<file path="src/rtl/bpsk_pkg.sv">
// Shared BPSK constants: default widths, the quarter-wave-symmetric sine table
// and the sample type used by both the transmit wave table and the receiver.
package bpsk_pkg;

  localparam int DATA_WIDTH      = 8;
  localparam int SINE_RESOLUTION = 8;

  typedef logic signed [DATA_WIDTH-1:0] sample_t;

  // Positive half period of the carrier; the negative half is its negation.
  localparam sample_t SINE_TABLE [0:SINE_RESOLUTION-1] = '{
    8'sd0, 8'sd48, 8'sd89, 8'sd117, 8'sd127, 8'sd117, 8'sd89, 8'sd48
  };

  function automatic int sym_len(input int resolution, input int cycles);
    return 2 * resolution * cycles;
  endfunction

endpackage

</file>
<file path="src/rtl/bpsk_correlator.sv">
// Multiplies each accepted sample by the local sine reference and integrates
// over one symbol; o_sum is the running integral including the current sample.
module bpsk_correlator #(
  parameter  int DATA_WIDTH        = bpsk_pkg::DATA_WIDTH,
  parameter  int SINE_RESOLUTION   = bpsk_pkg::SINE_RESOLUTION,
  parameter  int CYCLES_PER_SYMBOL = 1,
  localparam int SYM_LEN           = 2 * SINE_RESOLUTION * CYCLES_PER_SYMBOL,
  localparam int ACC_WIDTH         = 2 * DATA_WIDTH + $clog2(SYM_LEN)
) (
  input  logic                         clk,
  input  logic                         rst_n,
  input  logic                         i_accept,
  input  logic                         i_restart,
  input  logic signed [DATA_WIDTH-1:0] i_sample,
  output logic signed [ACC_WIDTH-1:0]  o_sum,
  output logic                         o_last
);

  import bpsk_pkg::*;

  localparam int IDX_W = $clog2(SYM_LEN);
  localparam int PH_W  = $clog2(2 * SINE_RESOLUTION);
  localparam int TAB_W = $clog2(SINE_RESOLUTION);
  localparam int PW    = 2 * DATA_WIDTH;

  logic        [IDX_W-1:0]      r_idx;
  logic signed [ACC_WIDTH-1:0]  r_acc;

  logic        [IDX_W-1:0]      w_idx;
  logic        [PH_W-1:0]       w_phase;
  logic                         w_neg_half;
  logic        [TAB_W-1:0]      w_tab_idx;
  logic signed [DATA_WIDTH-1:0] w_tab_val;
  logic signed [DATA_WIDTH-1:0] w_ref;
  logic signed [PW-1:0]         w_prod;
  logic signed [ACC_WIDTH-1:0]  w_base;

  // A symbol strobe makes the current sample index 0 of a fresh integral.
  assign w_idx  = i_restart ? '0 : r_idx;
  assign w_base = i_restart ? '0 : r_acc;

  assign w_phase    = PH_W'(32'(w_idx) % (2 * SINE_RESOLUTION));
  assign w_neg_half = (w_phase >= PH_W'(SINE_RESOLUTION));
  assign w_tab_idx  = w_neg_half ? TAB_W'(w_phase - PH_W'(SINE_RESOLUTION))
                                 : TAB_W'(w_phase);
  assign w_tab_val  = DATA_WIDTH'(SINE_TABLE[w_tab_idx]);
  assign w_ref      = w_neg_half ? -w_tab_val : w_tab_val;

  assign w_prod = PW'(i_sample) * PW'(w_ref);
  assign o_sum  = w_base + ACC_WIDTH'(w_prod);
  assign o_last = i_accept && (w_idx == IDX_W'(SYM_LEN - 1));

  always_ff @(posedge clk or negedge rst_n) begin
    if (!rst_n) begin
      r_idx <= '0;
      r_acc <= '0;
    end else if (i_restart || i_accept) begin
      if (!i_accept || o_last) begin
        r_idx <= '0;
        r_acc <= '0;
      end else begin
        r_idx <= w_idx + 1'b1;
        r_acc <= o_sum;
      end
    end
  end

endmodule

</file>
<file path="src/rtl/bpsk_demodulator.sv">
// Coherent BPSK receiver: waits for a symbol strobe, then slices the sign of
// each symbol's correlation into a bit presented on a valid/ready output.
module bpsk_demodulator #(
  parameter  int DATA_WIDTH        = bpsk_pkg::DATA_WIDTH,
  parameter  int SINE_RESOLUTION   = bpsk_pkg::SINE_RESOLUTION,
  parameter  int CYCLES_PER_SYMBOL = 1,
  localparam int SYM_LEN           = 2 * SINE_RESOLUTION * CYCLES_PER_SYMBOL,
  localparam int ACC_WIDTH         = 2 * DATA_WIDTH + $clog2(SYM_LEN)
) (
  input  logic                         clk,
  input  logic                         rst_n,
  input  logic                         sample_valid,
  input  logic signed [DATA_WIDTH-1:0] sample,
  input  logic                         sym_sync,
  output logic                         bit_out,
  output logic                         bit_valid,
  input  logic                         bit_ready,
  output logic                         overrun,
  output logic                         locked,
  output logic signed [ACC_WIDTH-1:0]  corr
);

  import bpsk_pkg::*;

  localparam logic [0:0] ST_IDLE  = 1'b0;
  localparam logic [0:0] ST_TRACK = 1'b1;

  logic [0:0]                  r_state;
  logic                        r_bit_out;
  logic                        r_bit_valid;
  logic                        r_overrun;
  logic signed [ACC_WIDTH-1:0] r_corr;

  logic                        w_accept;
  logic                        w_last;
  logic                        w_positive;
  logic signed [ACC_WIDTH-1:0] w_sum;

  assign w_accept   = sample_valid && ((r_state == ST_TRACK) || sym_sync);
  assign w_positive = !w_sum[ACC_WIDTH-1] && (w_sum != '0);

  bpsk_correlator #(
    .DATA_WIDTH        (DATA_WIDTH),
    .SINE_RESOLUTION   (SINE_RESOLUTION),
    .CYCLES_PER_SYMBOL (CYCLES_PER_SYMBOL)
  ) u_correlator (
    .clk       (clk),
    .rst_n     (rst_n),
    .i_accept  (w_accept),
    .i_restart (sym_sync),
    .i_sample  (sample),
    .o_sum     (w_sum),
    .o_last    (w_last)
  );

  always_ff @(posedge clk or negedge rst_n) begin
    if (!rst_n) begin
      r_state <= ST_IDLE;
    end else if (sym_sync) begin
      r_state <= ST_TRACK;
    end
  end

  // A fresh decision always wins; it only counts as an overrun if the
  // previous bit is still pending and not being taken this cycle.
  always_ff @(posedge clk or negedge rst_n) begin
    if (!rst_n) begin
      r_bit_out   <= 1'b0;
      r_bit_valid <= 1'b0;
      r_overrun   <= 1'b0;
      r_corr      <= '0;
    end else if (w_last) begin
      r_bit_out   <= w_positive;
      r_corr      <= w_sum;
      r_bit_valid <= 1'b1;
      r_overrun   <= r_bit_valid && !bit_ready;
    end else begin
      r_overrun <= 1'b0;
      if (r_bit_valid && bit_ready) begin
        r_bit_valid <= 1'b0;
      end
    end
  end

  assign bit_out   = r_bit_out;
  assign bit_valid = r_bit_valid;
  assign overrun   = r_overrun;
  assign locked    = (r_state == ST_TRACK);
  assign corr      = r_corr;

endmodule

</file>
<file path="config.mk">
export PLATFORM = sky130hd
export DESIGN_NAME = bpsk_demodulator
export DESIGN_NICKNAME = d
export VERILOG_FILES = /design/src/rtl/bpsk_pkg.sv /design/src/rtl/bpsk_correlator.sv /design/src/rtl/bpsk_demodulator.sv
export SDC_FILE = /design/constraint.sdc
export NUM_CORES = 1
export LEC_CHECK = 0
export ABC_CLOCK_PERIOD_IN_PS = 8880
export CORE_MARGIN = 4
export CORE_UTILIZATION = 45
export CTS_CLUSTER_SIZE = 20
export DETAILED_ROUTE_END_ITERATION = 10
export SYNTH_ARGS = -nofsm -noshare
export SYNTH_HDL_FRONTEND = slang
export SYNTH_SLANG_ARGS = --single-unit
</file>
<file path="constraint.sdc">
create_clock -name clk -period 8.88 [get_ports clk]
set_input_delay 1.332 -clock clk [delete_from_list [all_inputs] [get_ports clk]]
set_output_delay 1.332 -clock clk [all_outputs]
set_load 0.005 [all_outputs]
</file>
==> results.md <==
* Pleak at 0.00338 uW
* FF-to-FF path depth at 26
* CP top delay family: adder cells
* Post-CTS setup buffer count at 0
* Share of layout cells above drive strength 1 at 0.0704
* Buffers & Inverters on Critical Path at 5
* Achievable Freq at 0.120 GHz
* Final WS setup at 0.513 ns
* Post-route DRC violation count at 0
* Final nets at 820
* Main synth FF type: dfrtp_1
* Die ar. at 15400 sq um
* RSZ-0062 raised after global routing: no
* Via Count at 4405
* GRT Util Overall at 0.194
* Max layer used: met4
* Post-Route WL at 13400 microns
* Final period util at 0.942
* Placer Congestion at 0.880
* FF+latch count, synth at 48
* Most used cell, CP: fa_1
* Via-to-Cell Ratio at 5.22
* Layout area overhead at 13.3%
* Overflow left after global routing at 0
* Clk slew on worst S/H paths at 0.06 ns
* Diodes inserted at 0
* Comb pwr share at 0.606
* Hold depth at 2
* Slew HR at 0.279
* Register share of total power at 0.209
* Hold Vio Cnt, Final at 0
* Wire length of the first global-routing pass at 24000 microns
* Yosys Warn Count at 0
* Worst-Skew Late Latency at 0.29 ns
* CP Max Fanout at 9
* Fillers at 1237
* WL met2 at 5850 microns
* WP depth at 25
* Async set-reset flop share out of synthesis at 1.00
* Sw Share at 0.435
* DRT iter0 DRCs at 249
* Final setup violation count at 0
* Clk_skew at 0.00338 ns
* Mapped Cells at 629
* Synthesized Nets at 781
* Hold crit path type: register to register
* TritonRoute pass-1 iters at 4
* Post-DP HPWL at 11100 microns
* Crit path largest cell delay at 0.63 ns
* Status: complete, no violations
* Distinct cells, synth at 67
* Worst VDD drop at 148 uV
* DR WL met3 at 374 microns
* Port Buf Inserts at 36
* Startpoint types: primary input
* Maximum clock insertion buffer count at 2
* Clock sinks at 48
* Worst-margin pin slew at 1.08 ns
* Largest net degree at the start of global routing at 49
* Switching power total at 568 uW
* Final min period at 8.37 ns
* Wire length on met1 at 7020 microns
* Internal power at 737 uW
* CP max stage cell: clkdlybuf4s50_1
* Vias in the first global route at 4767
* EDFF count, synth at 0
* Seq/Total Area, Yosys at 0.199
* Row count at 42
* Crit end category: register
* Avg Inst Size Synth at 9.61 sq um
* CTS tree: done
* Core area at 13200 sq um
* Initial antenna violation count at 0
* Pins Over Slew Limit at 0
* Chip Width at 124 microns
* Avg WL per Cell at 15.9 microns
* Total Neg Setup Slack at 0 ns
* Pwr per Cell Area at 191 nW/um^2
* Post-cts hold buffer count at 0
* Post-cts repair resize count at 0
* Setup WS pre-CTS at 0.0711 ns
* Number of max-cap violations at 0
* Die Ht at 124 microns
* # IOs at 37
* Synthesized cell area at 6040 sq um
* CP required at 9.09 ns
* H-tree depth at 2
* Starting Density at 0.458
* Clock power frac at 0.185
* CP Class: primary input to register
* Cts bufs inserted at 5
* CP arrival at 8.58 ns
* Routed Antenna Nets at 0
* Root Driver: clkbuf_16
## worst min-delay path, cell delays in order, from the launching register on
cell and delay (ns):
dfrtp_1 0.34, nand2_1 0.05, nand2_1 0.06
## power by group through the flow
stage / clock network, uW / logic, uW / registers (uW)
after floorplan: 0 / 602 / 266
after global placement: 0 / 769 / 278
after detailed placement: 0 / 779 / 277
after CTS: 248 / 791 / 272
after global routing: 257 / 904 / 276
final: 241 / 791 / 273
## layout by cell type, fill, tap and decap left out, drive strengths merged, types with 3 or more instances in the layout
cell type	Yosys	routed
xnor2	13	13
and2	39	39
nand4	4	4
a22o	12	12
a2111oi	3	3
or2	8	8
buf	1	13
nor3	4	4
nand2b	10	10
nor2b	20	20
ha	51	51
clkbuf	15	5
a211oi	4	4
o21bai	3	3
nand2	85	85
clkdlybuf4s50	0	35
fa	88	88
o21a	4	4
nand3	4	4
xor2	7	7
a21o	4	4
nor2	24	24
a21oi	12	12
or3	4	4
inv	86	86
dfrtp	48	48
nor4	3	3
o21ai	37	37
## final timing paths
check | startpoint | end | slack [ns]
setup / recovery | sym_sync | bit_out | 0.51
hold / removal | corr[4] | corr[4] | 0.47
setup reg to reg | u_correlator.r_idx[1] | bit_out | 1.67
hold reg to reg | corr[4] | corr[4] | 0.47
max in group asynchronous | rst_n | corr[19] | 6.97
min in group asynchronous | rst_n | bit_valid | 1.24
## sequential cells by signal, summed over array words and instances (netlist names)
| register | count |
|---|---|
| u_correlator.r_idx | 4 |
| bit_valid | 1 |
| u_correlator.r_acc | 20 |
| locked | 1 |
| corr | 20 |
| overrun | 1 |
| bit_out | 1 |
## cells in the mapped netlist (6+ instances only)
| master | n | area [sq um] |
|---|---|---|
| nor2_1 | 23 | 86.3 |
| nor2b_1 | 20 | 125 |
| inv_1 | 86 | 323 |
| o21ai_1 | 6 | 30.0 |
| dfrtp_1 | 48 | 1200 |
| or2_2 | 8 | 50.1 |
| a21oi_1 | 12 | 60.1 |
| fa_1 | 88 | 1760 |
| a22o_1 | 11 | 96.3 |
| clkbuf_1 | 15 | 56.3 |
| o21ai_0 | 30 | 150 |
| and2_1 | 39 | 244 |
| nand2_1 | 85 | 319 |
| xnor2_1 | 12 | 105 |
| ha_1 | 51 | 638 |
| xor2_1 | 7 | 61.3 |
| nand2b_1 | 10 | 62.6 |
## cell families (layout without fill, tap and decap cells)
logic type	Yosys count	after routing	synth area share
and+or+nand+nor	217	217	0.183
buffers and inverters	102	141	0.0635
adders and majority gates	139	139	0.397
AOI/OAI and AO/OA	101	101	0.122
xor gates and xnor gates	21	21	0.0339
DFF	48	48	0.199
muxes	1	1	0.00186
## metal layers
metal,track usage,vias up
met1,0.305,2187
li1,-,2131
met2,0.294,74
met5,0,-
met3,0.0227,13
met4,0.0315,0
## metrics by stage
stage	instance area, sq um	utilization	std cells	total power, uW	hold slack [ns]
finish	6850	0.519	844	1310	0.474
global placement	6650	0.504	837	1050	0.459
floorplan	6040	-	629	868	0.442
global route	6850	0.519	844	1440	0.495
detailed placement	6650	0.504	837	1060	0.461
CTS	6830	0.518	844	1310	0.478
## area by class of cell
class | instances | area, sq um | area share
multi-input combinational | 479 | 4470 | 0.653
sequential | 48 | 1200 | 0.175
timing repair buffer | 48 | 445 | 0.0651
inverter | 86 | 323 | 0.0471
tap | 176 | 220 | 0.0322
clock buffer | 5 | 125 | 0.0183
clock inverter | 2 | 60.1 | 0.00877
No activity file was read; power rests on OpenSTA's default activity.
